### config.mk
export PLATFORM = sky130hd
export DESIGN_NAME = bwn_layer_seq
export DESIGN_NICKNAME = d
export VERILOG_FILES = /design/src/rtl/bwn_layer_seq.sv
export SDC_FILE = /design/constraint.sdc
export NUM_CORES = 1
export LEC_CHECK = 0
export CAP_MARGIN = 20
export CORE_MARGIN = 4
export CORE_UTILIZATION = 40
export DETAILED_ROUTE_END_ITERATION = 10
export GPL_ROUTABILITY_DRIVEN = 0
export PLACE_DENSITY = 0.77
export SLEW_MARGIN = 0
export SYNTH_ARGS = -nofsm -noshare
export SYNTH_HDL_FRONTEND = slang
export SYNTH_SLANG_ARGS = --single-unit
### constraint.sdc
create_clock -name iCLK -period 7.2 [get_ports iCLK]
set_input_delay 0.72 -clock iCLK [delete_from_list [all_inputs] [get_ports iCLK]]
set_output_delay 0.72 -clock iCLK [all_outputs]
set_load 0.05 [all_outputs]
### src/rtl/bwn_layer_seq.sv
// Parametrised sequencer for one binary-weight convolution layer: PRE/ROW/LAST/DONE
// with continuous multi-stage runs, stall, abort and a registered result capture.
module bwn_layer_seq #(
    parameter int BL        = 154,
    parameter int AW        = 6,
    parameter int PRE_CNT   = 60,
    parameter int ROW_LEN   = 17,
    parameter int SHIFT_LEN = 14,
    parameter int NROW      = 10,
    parameter int LAST_LEN  = 14
) (
    input  logic          iCLK,
    input  logic          iRST,
    input  logic          iSTART,
    input  logic          iABORT,
    input  logic          iSTALL,
    input  logic          iMODE,
    input  logic [AW-1:0] iSTAGE,
    input  logic [AW-1:0] iNUM_STAGE,
    input  logic [BL-1:0] iCORE_DATA,
    output logic          oSHIFT_EN,
    output logic [AW-1:0] oW_ADDR,
    output logic [AW-1:0] oTH_ADDR,
    output logic          oBUSY,
    output logic          oEND,
    output logic          oVALID,
    output logic [BL-1:0] oDATA
);

    localparam int MAX_PR = (PRE_CNT > ROW_LEN) ? PRE_CNT : ROW_LEN;
    localparam int MAXC   = (MAX_PR > LAST_LEN) ? MAX_PR : LAST_LEN;
    localparam int CW     = (MAXC > 1) ? $clog2(MAXC) : 1;
    localparam int RW     = (NROW > 0) ? $clog2(NROW + 1) : 1;

    localparam logic [CW-1:0] PRE_END   = CW'(PRE_CNT - 1);
    localparam logic [CW-1:0] ROW_END   = CW'(ROW_LEN - 1);
    localparam logic [CW-1:0] LAST_END  = CW'(LAST_LEN - 1);
    localparam logic [RW-1:0] ROW_FINAL = RW'((NROW > 0) ? NROW - 1 : 0);
    localparam logic [CW:0]   SHIFT_END = (CW + 1)'(SHIFT_LEN);

    typedef enum logic [2:0] {
        S_IDLE,
        S_PRE,
        S_ROW,
        S_LAST,
        S_DONE
    } state_t;

    state_t        state_q, state_d;
    logic [CW-1:0] cnt_q, cnt_d;
    logic [RW-1:0] row_q, row_d;
    logic [AW-1:0] addr_q, addr_d;
    logic [AW-1:0] remaining_q, remaining_d;
    logic [BL-1:0] data_q, data_d;
    logic          valid_q, valid_d;
    logic          shift_q, shift_d;
    logic          busy_q, busy_d;
    logic          end_q, end_d;

    always_comb begin
        state_d     = state_q;
        cnt_d       = cnt_q;
        row_d       = row_q;
        addr_d      = addr_q;
        remaining_d = remaining_q;
        data_d      = data_q;
        valid_d     = 1'b0;

        if (iABORT) begin
            state_d = S_IDLE;
            cnt_d   = '0;
            row_d   = '0;
        end else if (state_q == S_IDLE) begin
            if (iSTART) begin
                state_d     = S_PRE;
                cnt_d       = '0;
                row_d       = '0;
                addr_d      = iSTAGE;
                remaining_d = (iMODE && (iNUM_STAGE != '0)) ? iNUM_STAGE - 1'b1 : '0;
            end
        end else if (!iSTALL) begin
            case (state_q)
                S_PRE: begin
                    if (cnt_q == PRE_END) begin
                        cnt_d   = '0;
                        row_d   = '0;
                        state_d = (NROW > 0) ? S_ROW : S_LAST;
                    end else begin
                        cnt_d = cnt_q + 1'b1;
                    end
                end
                S_ROW: begin
                    if (cnt_q == ROW_END) begin
                        cnt_d = '0;
                        row_d = row_q + 1'b1;
                        if (row_q == ROW_FINAL) begin
                            state_d = S_LAST;
                        end
                    end else begin
                        cnt_d = cnt_q + 1'b1;
                    end
                end
                S_LAST: begin
                    if (cnt_q == LAST_END) begin
                        cnt_d   = '0;
                        state_d = S_DONE;
                    end else begin
                        cnt_d = cnt_q + 1'b1;
                    end
                end
                S_DONE: begin
                    // Capture on the edge that leaves DONE; the core output is final here.
                    data_d  = iCORE_DATA;
                    valid_d = 1'b1;
                    cnt_d   = '0;
                    row_d   = '0;
                    if (remaining_q != '0) begin
                        state_d     = S_PRE;
                        addr_d      = addr_q + 1'b1;
                        remaining_d = remaining_q - 1'b1;
                    end else begin
                        state_d = S_IDLE;
                    end
                end
                default: state_d = S_IDLE;
            endcase
        end

        // Status flags are precomputed from the next state so they come straight off flops.
        shift_d = ((state_d == S_ROW) && ({1'b0, cnt_d} < SHIFT_END)) || (state_d == S_LAST);
        busy_d  = (state_d != S_IDLE);
        end_d   = (state_d == S_DONE);
    end

    always_ff @(posedge iCLK or posedge iRST) begin
        if (iRST) begin
            state_q     <= S_IDLE;
            cnt_q       <= '0;
            row_q       <= '0;
            addr_q      <= '0;
            remaining_q <= '0;
            data_q      <= '0;
            valid_q     <= 1'b0;
            shift_q     <= 1'b0;
            busy_q      <= 1'b0;
            end_q       <= 1'b0;
        end else begin
            state_q     <= state_d;
            cnt_q       <= cnt_d;
            row_q       <= row_d;
            addr_q      <= addr_d;
            remaining_q <= remaining_d;
            data_q      <= data_d;
            valid_q     <= valid_d;
            shift_q     <= shift_d;
            busy_q      <= busy_d;
            end_q       <= end_d;
        end
    end

    // A stall must silence the core in the same cycle, hence the only combinational gate.
    assign oSHIFT_EN = shift_q & ~iSTALL;
    assign oW_ADDR   = addr_q;
    assign oTH_ADDR  = addr_q;
    assign oBUSY     = busy_q;
    assign oEND      = end_q;
    assign oVALID    = valid_q;
    assign oDATA     = data_q;

endmodule
==> results of run 1 <==
-- flip-flops by register name, indices dropped and copies added (netlist names) --
signal and flops:
oVALID 1, oDATA 154, shift_q 1, oBUSY 1, cnt_q 6, remaining_q 6, oTH_ADDR 6, oEND 1
state_q 3, row_q 4
-- through the flow --
stage | hold slack, ns | setup WS [ns]
finish | 0.5051 | 3.893
global route | 0.5146 | 3.743
global placement | 0.4870 | 3.474
CTS | 0.5083 | 3.927
floorplan | 0.4708 | 1.508
detailed placement | 0.4939 | 3.477
-- layout by cell type, fill, tap and decap left out, types with 4 or more instances in the layout --
cell,count
ha_1,9
nand2_1,17
dfrtp_1,183
a31oi_1,7
or3_1,8
nor2_1,16
o21ai_0,16
nor3_1,10
nand2b_1,4
buf_4,6
clkbuf_8,5
clkdlybuf4s50_1,341
nand3_1,12
a21oi_1,14
o22ai_1,4
a21o_1,4
clkbuf_16,17
and3_1,4
mux2_2,155
a22o_1,4
inv_1,12
-- path summary, 6_finish.rpt --
| path | startpoint | to | depth (start not counted) |
|---|---|---|---|
| worst max-delay path | iSTALL | oDATA[85]$_DFFE_PP0P_ | 6 |
| worst min-delay path | oDATA[79]$_DFFE_PP0P_ | oDATA[79]$_DFFE_PP0P_ | 1 |
| worst max register to register | state_q[0]$_DFF_PP0_ | oDATA[85]$_DFFE_PP0P_ | 5 |
| worst min register to register | oDATA[79]$_DFFE_PP0P_ | oDATA[79]$_DFFE_PP0P_ | 1 |
| max in group asynchronous | iRST | row_q[1]$_DFFE_PP0P_ | 3 |
| min in group asynchronous | iRST | oDATA[38]$_DFFE_PP0P_ | 2 |
-- layout make-up --
type                            count  area, um^2  share of cell area [%]
Clock buffer                       22       494.2                   4.157
Clock inverter                      9       66.31                  0.5578
Inverter                           13       53.80                  0.4525
Multi-Input combinational cell    338        2912                   24.49
Sequential cell                   183        4579                   38.52
Tap cell                          260       325.3                   2.736
Timing Repair Buffer              347        3458                   29.09
-- kinds of logic (layout without fill, tap and decap cells) --
family / after synthesis / in the layout
flip-flops: 183 / 183
multiplexers: 155 / 155
AND/OR/NAND/NOR: 95 / 95
AO/OA/AOI/OAI: 75 / 75
buffers and inverters: 50 / 391
adder cells (fa/ha/maj): 9 / 9
XOR/XNOR: 4 / 4
-- power groups by stage --
stage,registers (mW),clock network [mW],logic (mW)
5_1_grt,1.07,0.960,0.295
6_report,1.06,0.889,0.273
3_3_place_gp,1.08,0,0.272
4_1_cts,1.06,0.913,0.276
3_5_place_dp,1.08,0,0.275
2_1_floorplan,1.11,0,0.114
-- routing by layer --
metal	part of all wire [%]	vias up
li1	-	2706
met5	0	-
met4	2.5	0
met3	9.0	34
met2	50	226
met1	39	2827
==> results by group, run 1 <==
Synthesis
  – Sequential element share of the synthesized area: 59.18%
  – Most numerous cell in the Yosys netlist: dfrtp_1
  – Cell Area, Synth: 7739 um^2
  – Mux contribution to synthesized area: 22.55%
  – Number of synthesized flops with an enable pin: 0
  – Mapped Cells: 571
  – Prevailing post-synth register cell: dfrtp_1
  – Top cells by area, synth: dfrtp_1 (59%), mux2_2 (23%), ha_1 (1.5%), buf_2 (1.4%), o21ai_0 (1.0%)
  – Area share of the leading cell type in the synthesized netlist: 59.18%
  – Synth Area in XOR/XNOR: 0.4527%
  – Distinct cells, synth: 59
  – Biggest area consumer among synthesized cells: dfrtp_1
  – Syn avg cell area: 13.55 um^2
  – Yosys reg bits: 183
  – Synth Area in Adders: 1.455%
  – Synth Area in Compound Gates: 6.467%
  – Syn. warnings: 0
  – Most frequent cells after synthesis: dfrtp_1 (183), mux2_2 (155), buf_2 (22)
  – Post-synthesis async set-or-reset flop share: 100.0%
  – Simple-gate share of the synthesized area: 6.629%
  – Syn Nets: 752
  – Largest family of logic cells by synthesized area: multiplexers

STA
  – Max Freq: 302.4 MHz
  – Setup TNS Final: 0 ns
  – Max-slew headroom: 45.60%
  – Slew Limit Fails: 0
  – Setup Viol. Count Final: 0
  – Part of the cycle the worst path needs: 45.93%
  – Actual slew at the worst max-slew pin: 0.8159 ns
  – RSZ-0062 raised after global routing: false
  – Final Hold Vio Count: 0
  – Final worst path period need: 3.307 ns
  – Clock skew: 0.007076 ns

Detailed routing
  – Final wirelength: 21.40 mm
  – Drt first pass iters: 4
  – Via count: 5793
  – Routed len/inst: 18.26 um
  – Post-route ant nets: 0
  – Drt via density: 4.943
  – Residual DRC count: 0
  – DRT iter0 DRCs: 265

Clocking
  – Clk root buf: clkbuf_16
  – CTS tree: done
  – Clock Sinks: 183
  – Max clock buf depth: 2
  – Worst skew pair latency: 0.42 ns
  – H-tree depth: 4
  – Setup bufs post-CTS: 0
  – TritonCTS Buffers: 17
  – CTS resizes: 0
  – Worst-path clk slew: 0.07 ns
  – Cts hold-fix bufs: 0

Floorplanning
  – Core Region: 18890 um^2
  – # rows: 50
  – Die X: 147.1 um
  – Die Ht: 147.1 um
  – I/O pins: 342
  – Die area: 21640 um^2
  – Starting Density: 40.96%

Critical path
  – Most frequent CP cell: buf_4
  – Slowest cell on crit path: buf_4
  – Bufs and invs on worst path: 3
  – Max incr delay on CP: 0.72 ns
  – Worst EP required: 7.50 ns
  – Critical path fanouts, max: 65
  – Worst EP arrival: 3.61 ns
  – Startpoint Class: input port
  – Worst reg2reg setup slack: 4.29 ns
  – CP top delay family: buffers and inverters
  – Setup CP Type: in2reg
  – Worst Setup End Kind: flip-flop
  – Crit path cell chain: clkdlybuf4s50_1 -> nand2b_1 -> nor3_2 -> buf_4 -> buf_4 -> mux2_2

Hold path
  – HP Class: reg2reg

GRT
  – Remaining Overflow, GRT: 0
  – GR Layer Usage met1: 22.94%
  – Most Used Layer, Global Route: met2
  – First-pass GRT wire length: 33.80 mm
  – Vias in the first global route: 6142
  – Pin count of the biggest net entering global routing: 66
  – GR Util All Layers: 19.77%
  – M3 GR Usage: 7.773%
  – Antenna violations before repair: 0
  – GRT met2 Usage: 33.23%

Layout
  – Layout cells sized above 1: 22.48%
  – Final Non-Filler Cells: 1172
  – Synth-to-Final Area Change: 53.63%
  – Finished Core Util: 62.93%
  – N_diodes: 0
  – Fillers: 1532
  – Final instance area: 11890 um^2
  – Final nets: 1081

Pwr
  – Net Switching: 0.5567 mW
  – Leakage Power: 5.379 nW
  – Combinational share of power: 12.3%
  – Sequential Power Share: 47.8%
  – PwrDens: 187.3 nW/um^2
  – Clk pwr share: 39.9%
  – Int Power: 1.670 mW
  – Power Total: 2.227 mW
  – Switching Fraction: 25.00%
  – Worst vdd ir: 162.8 uV

Place
  – Post-DP HPWL: 15.92 mm
  – Placed Cells: 1141
  – Dpl cell area: 11330 um^2
  – # port buffers: 341

Status
  – Status: completed

Flow run
  – Max Cap Viol: 0
Note: power is estimated with default switching activity, not from simulation.
==> run 2, diff against run 1 <==
--- a/config.mk
+++ b/config.mk
@@ -7,7 +7,7 @@
 export LEC_CHECK = 0
 export CAP_MARGIN = 20
 export CORE_MARGIN = 4
-export CORE_UTILIZATION = 40
+export CORE_UTILIZATION = 38
 export DETAILED_ROUTE_END_ITERATION = 10
 export GPL_ROUTABILITY_DRIVEN = 0
 export PLACE_DENSITY = 0.77
==> constraint.sdc (replaced) <==
create_clock -name iCLK -period 2.7 [get_ports iCLK]
set_input_delay 0.27 -clock iCLK [delete_from_list [all_inputs] [get_ports iCLK]]
set_output_delay 0.27 -clock iCLK [all_outputs]
set_load 0.05 [all_outputs]
==> run 2 against run 1 <==
  * Setup slack got worse by 3.6 ns
  * Clock-buffer cell count decreased by 4
  * Largest cell class unchanged
  * Wire length grew 0.50%
  * Critical path type is now reg2reg
  * Die area grew 5.0%
==> results by group, run 2 (same netlist as run 1, synthesis figures left out) <==
GRT
  – Antenna violations before repair: 0
  – Pin count of the biggest net entering global routing: 132
  – Remaining Overflow, GRT: 0
  – GR Util All Layers: 18.54%
  – Vias in the first global route: 6249
  – First-pass GRT wire length: 32.80 mm

Layout
  – Synth-to-Final Area Change: 55.80%
  – Most frequent cells in the layout: clkdlybuf4s50_1 (340), dfrtp_1 (183), mux2_2 (155), nand2_1 (17), clkbuf_16 (17)
  – Final Non-Filler Cells: 1187
  – Layout cells sized above 1: 23.32%
  – Commonest non-fill, non-tap cell in the layout: clkdlybuf4s50_1
  – N_diodes: 0
  – Largest register FFs: 154
  – Final nets: 1090
  – Fillers: 1574

STA
  – Worst hold slack: 0.4038 ns
  – Slew Limit Fails: 0
  – Max Freq: 420.6 MHz
  – Final worst path period need: 2.378 ns
  – Setup TNS Final: 0 ns
  – Actual slew at the worst max-slew pin: 0.6873 ns
  – Part of the cycle the worst path needs: 88.06%
  – RSZ-0062 raised after global routing: false
  – Setup Viol. Count Final: 0
  – Clock skew: 0.01218 ns
  – Max-slew headroom: 54.18%
  – Final Hold Vio Count: 0

Place
  – # port buffers: 341
  – Placed Cells: 1155
  – Post-DP HPWL: 16.06 mm

Pwr
  – Leakage Power: 5.455 nW
  – Worst vdd ir: 387.1 uV
  – Switching Fraction: 26.65%
  – Net Switching: 1.631 mW
  – Sequential Power Share: 46.4%
  – Power Total: 6.122 mW
  – PwrDens: 507.7 nW/um^2
  – Combinational share of power: 12.0%
  – Clk pwr share: 41.6%
  – Int Power: 4.490 mW

Hold path
  – HP Class: in2reg

Detailed routing
  – Drt first pass iters: 5
  – Residual DRC count: 0
  – Via count: 5904
  – Post-route ant nets: 0
  – Drt via density: 4.974
  – Routed len/inst: 18.12 um
  – DRT iter0 DRCs: 287
  – Final wirelength: 21.51 mm

Clocking
  – Worst skew pair latency: 0.42 ns
  – H-tree depth: 4
  – Cts hold-fix bufs: 0
  – TritonCTS Buffers: 17
  – Clk root buf: clkbuf_16
  – CTS tree: done
  – CTS resizes: 0
  – Worst-path clk slew: 0.08 ns
  – Max clock buf depth: 2
  – Setup bufs post-CTS: 0
  – Clock Sinks: 183

Critical path
  – Setup CP Type: reg2reg
  – Worst EP required: 3.05 ns
  – Startpoint Class: flip-flop
  – Worst Setup End Kind: flip-flop
  – Critical path fanouts, max: 15
  – Worst EP arrival: 2.73 ns

Floorplanning
  – Starting Density: 39.25%
  – # rows: 51
  – Die X: 150.7 um
  – Die area: 22710 um^2
  – Core Region: 19720 um^2
  – Die Ht: 150.7 um
  – I/O pins: 342

Status
  – Status: completed

Flow run
  – Max Cap Viol: 0
[run 2: cell types whose count changed in the layout (fill, tap and decap cells not counted), moves of 2 or more]
cell | previous run | this run
buf_12 | 0 | 4
buf_4 | 6 | 12
clkbuf_8 | 5 | 0
clkinv_2 | 3 | 0
clkinv_8 | 0 | 3
inv_6 | 3 | 1
inv_8 | 0 | 5
[run 2: power groups by stage]
stage	Combinational [mW]	Sequential, mW	Clock [mW]
2_1_floorplan	0.304	2.95	0
3_3_place_gp	0.731	2.89	0
3_5_place_dp	0.741	2.89	0
4_1_cts	0.746	2.84	2.62
5_1_grt	0.798	2.85	2.74
6_report	0.737	2.84	2.54
[run 2: per-layer routing]
| layer | vias to the layer above | track usage (%) | wire length (um) |
|---|---|---|---|
| met5 | - | 0 | 0 |
| met4 | 0 | 6.664 | 563 |
| met3 | 35 | 7.495 | 2312 |
| met2 | 297 | 31.64 | 10620 |
| met1 | 2845 | 20.99 | 8014 |
| li1 | 2727 | - | - |
[run 2: final timing paths]
kind | start | to | slack (ns) | cells past startpoint
min reg2reg | oDATA[57]$_DFFE_PP0P_ | oDATA[57]$_DFFE_PP0P_ | 0.51 | 1
max in group asynchronous | iRST | oDATA[6]$_DFFE_PP0P_ | 1.78 | 3
max | state_q[0]$_DFF_PP0_ | shift_q$_DFF_PP0_ | 0.32 | 7
max reg2reg | state_q[0]$_DFF_PP0_ | shift_q$_DFF_PP0_ | 0.32 | 7
min | iSTAGE[0] | oTH_ADDR[0]$_DFFE_PP0P_ | 0.40 | 3
min in group asynchronous | iRST | oDATA[59]$_DFFE_PP0P_ | 0.42 | 3
[run 2: cell type report]
type / count / area, um^2 / area share, %
clock inverter: 14 / 178.9 / 1.484
inverter: 13 / 52.55 / 0.4359
multi-input combinational: 338 / 2912 / 24.15
timing repair buffer: 356 / 3573 / 29.64
sequential: 183 / 4579 / 37.98
tap: 265 / 331.6 / 2.750
clock buffer: 18 / 429.2 / 3.560
[run 2: critical path, stage by stage (launching register included)]
cell	delay, ns
dfrtp_1	0.62
inv_1	0.15
or3_1	0.42
a21o_1	0.22
and3_1	0.17
o22a_1	0.19
a311oi_1	0.35
o211a_1	0.19
[run 2: per-stage QoR]
stage | area (um^2) | setup slack (ns) | utilization [%]
after floorplan | 7742 | 0.07945 | -
after global placement | 11450 | 0.4127 | 58.06
after detailed placement | 11450 | 0.3079 | 58.06
after CTS | 12060 | 0.3269 | 61.15
after global routing | 12060 | 0.1669 | 61.15
final | 12060 | 0.3224 | 61.15
==> run 3, diff against run 2 <==
--- a/config.mk
+++ b/config.mk
@@ -6,7 +6,7 @@
 export NUM_CORES = 1
 export LEC_CHECK = 0
 export CAP_MARGIN = 20
-export CORE_MARGIN = 4
+export CORE_MARGIN = 2
 export CORE_UTILIZATION = 38
 export DETAILED_ROUTE_END_ITERATION = 10
 export GPL_ROUTABILITY_DRIVEN = 0
==> run 3 against run 2 <==
  * Sequential share of layout area is 0.31 points lower
  * Final cell count is 1.1% higher
  * First-iteration DRC count is 41% lower
  * Critical endpoint is now row_q[3]$_DFFE_PP0P_
  * Sequential power hardly changed
  * Design area is 0.81% higher
  * Critical path type unchanged
  * Worst hold slack worse by 0.11 ns
  * Highest routed layer unchanged
==> results by group, run 3 (same netlist as run 1, synthesis figures left out) <==
Status
  – Status: completed

STA
  – Actual slew at the worst max-slew pin: 0.6942 ns
  – Slew Limit Fails: 0
  – Final worst path period need: 2.301 ns
  – RSZ-0062 raised after global routing: false
  – Max-slew headroom: 53.62%
  – Max Freq: 434.5 MHz
  – Clock skew: 0.01858 ns
  – Part of the cycle the worst path needs: 85.23%
  – Final Hold Vio Count: 0
  – Setup TNS Final: 0 ns
  – Setup Viol. Count Final: 0

Flow run
  – Max Cap Viol: 0

Critical path
  – Worst Setup End Kind: flip-flop
  – Worst EP required: 3.04 ns
  – RR Endpoint: row_q[3]$_DFFE_PP0P_
  – R2R depth: 6
  – Critical path fanouts, max: 15
  – RR Startpoint: state_q[0]$_DFF_PP0_
  – Setup CP Type: reg2reg
  – Startpoint Class: flip-flop
  – Most frequent CP cell: or2_1
  – Worst EP arrival: 2.64 ns
  – Crit path cell chain: or2_1 -> o21ai_2 -> a21oi_1 -> or2_1 -> or4_4 -> o211ai_2
  – Slowest cell on crit path: dfrtp_1
  – Worst reg2reg setup slack: 0.40 ns
  – Max incr delay on CP: 0.54 ns

Clocking
  – Setup bufs post-CTS: 0
  – Max clock buf depth: 2
  – Worst-path clk slew: 0.08 ns
  – TritonCTS Buffers: 17
  – H-tree depth: 4
  – Worst skew pair latency: 0.43 ns
  – Clock Sinks: 183
  – Cts hold-fix bufs: 0
  – CTS tree: done
  – CTS resizes: 0
  – Clk root buf: clkbuf_16

Pwr
  – Worst vdd ir: 385.1 uV
  – Switching Fraction: 27.17%
  – PwrDens: 498.5 nW/um^2
  – Power Total: 6.059 mW
  – Combinational share of power: 12.5%
  – Sequential Power Share: 46.9%
  – Net Switching: 1.646 mW
  – Clk pwr share: 40.6%
  – Leakage Power: 5.494 nW
  – Int Power: 4.413 mW

Place
  – Post-DP HPWL: 16.04 mm
  – # port buffers: 341

Layout
  – Commonest non-fill, non-tap cell in the layout: clkdlybuf4s50_1
  – Fillers: 1589
  – Most frequent cells in the layout: clkdlybuf4s50_1 (341), dfrtp_1 (183), mux2_2 (155), nand2_1 (17), clkbuf_16 (17)
  – Final nets: 1098
  – Synth-to-Final Area Change: 57.06%
  – Area of the multi-input gates: 2912 um^2
  – Register area: 4579 um^2
  – N_diodes: 0
  – Largest register FFs: 154
  – Layout cells sized above 1: 23.87%

Detailed routing
  – DRT iter0 DRCs: 170
  – Drt via density: 4.897
  – Drt first pass iters: 4
  – Via count: 5876
  – Residual DRC count: 0
  – Routed len/inst: 17.63 um
  – Final wirelength: 21.16 mm
  – Post-route ant nets: 0

Floorplanning
  – Die X: 146.7 um
  – Starting Density: 38.49%
  – # rows: 52
  – Core Region: 20100 um^2
  – Die Ht: 146.7 um
  – I/O pins: 342
  – Die area: 21520 um^2

GRT
  – Antenna violations before repair: 0
  – GR Util All Layers: 19.77%
  – Vias in the first global route: 6151
  – First-pass GRT wire length: 33.64 mm
  – Pin count of the biggest net entering global routing: 83
  – Remaining Overflow, GRT: 0

Hold path
  – HP Class: in2async
[run 3: cell types whose count changed in the layout (fill, tap and decap cells not counted), sizes merged]
cell / change
clkdlybuf4s50: +1
clkinv: -1
buf: +7
inv: +1
bufinv: -1
clkinvlp: +1
[run 3: power by group through the flow]
stage / Sequential (mW) / Clock [mW] / Combinational [mW]
CTS: 2.84 / 2.53 / 0.767
global route: 2.85 / 2.64 / 0.815
finish: 2.84 / 2.46 / 0.760
global placement: 2.89 / 0 / 0.753
floorplan: 2.95 / 0 / 0.304
detailed placement: 2.89 / 0 / 0.763
[run 3: worst max path at each step]
| stage | endpoint | slack, ns | cells after the start | from |
|---|---|---|---|---|
| final | row_q[3]$_DFFE_PP0P_ | 0.40 | 6 | state_q[0]$_DFF_PP0_ |
| after global routing | row_q[3]$_DFFE_PP0P_ | 0.27 | 6 | state_q[0]$_DFF_PP0_ |
| after CTS | row_q[3]$_DFFE_PP0P_ | 0.40 | 6 | state_q[0]$_DFF_PP0_ |
| after detailed placement | shift_q$_DFF_PP0_ | 0.32 | 8 | iSTALL |
| after global placement | shift_q$_DFF_PP0_ | 0.36 | 8 | iSTALL |
| after floorplan | cnt_q[0]$_DFFE_PP0P_ | 0.08 | 1 | iRST |
[run 3: critical path, delay by kind of cell, from the launching register on]
| family | cells | cell delay (ns) |
|---|---|---|
| AND/OR/NAND/NOR | 3 | 1.30 |
| flip-flops | 1 | 0.54 |
| AO/OA/AOI/OAI | 3 | 0.39 |
[run 3: stage by stage]
step                      util [%]  hold slack (ns)  setup slack, ns  cell area (um^2)  cells
after floorplan                  -           0.4027          0.07945              7742    571
after global placement       57.54           0.4878           0.3550             11570   1168
after detailed placement     57.54           0.4945           0.3166             11570   1168
after CTS                    60.46           0.2942           0.4014             12150   1200
after global routing         60.46           0.3347           0.2749             12150   1200
final                        60.46           0.2892           0.3988             12150   1200
[run 3: layout make-up]
| class | count | share of cell area [%] |
|---|---|---|
| clock buffer | 18 | 3.531 |
| clock inverter | 14 | 1.297 |
| inverter | 13 | 0.4324 |
| multi-input combinational | 338 | 23.96 |
| sequential | 183 | 37.68 |
| tap | 270 | 2.779 |
| timing repair buffer | 364 | 30.33 |
[run 3: per-layer routing]
| metal | GRT usage [%] | share of wire, % | wire length [um] |
|---|---|---|---|
| met5 | 0 | 0 | 0 |
| met4 | 7.330 | 2.6 | 548 |
| met3 | 6.553 | 8.0 | 1695 |
| met2 | 33.50 | 50 | 10620 |
| met1 | 23.52 | 39 | 8296 |
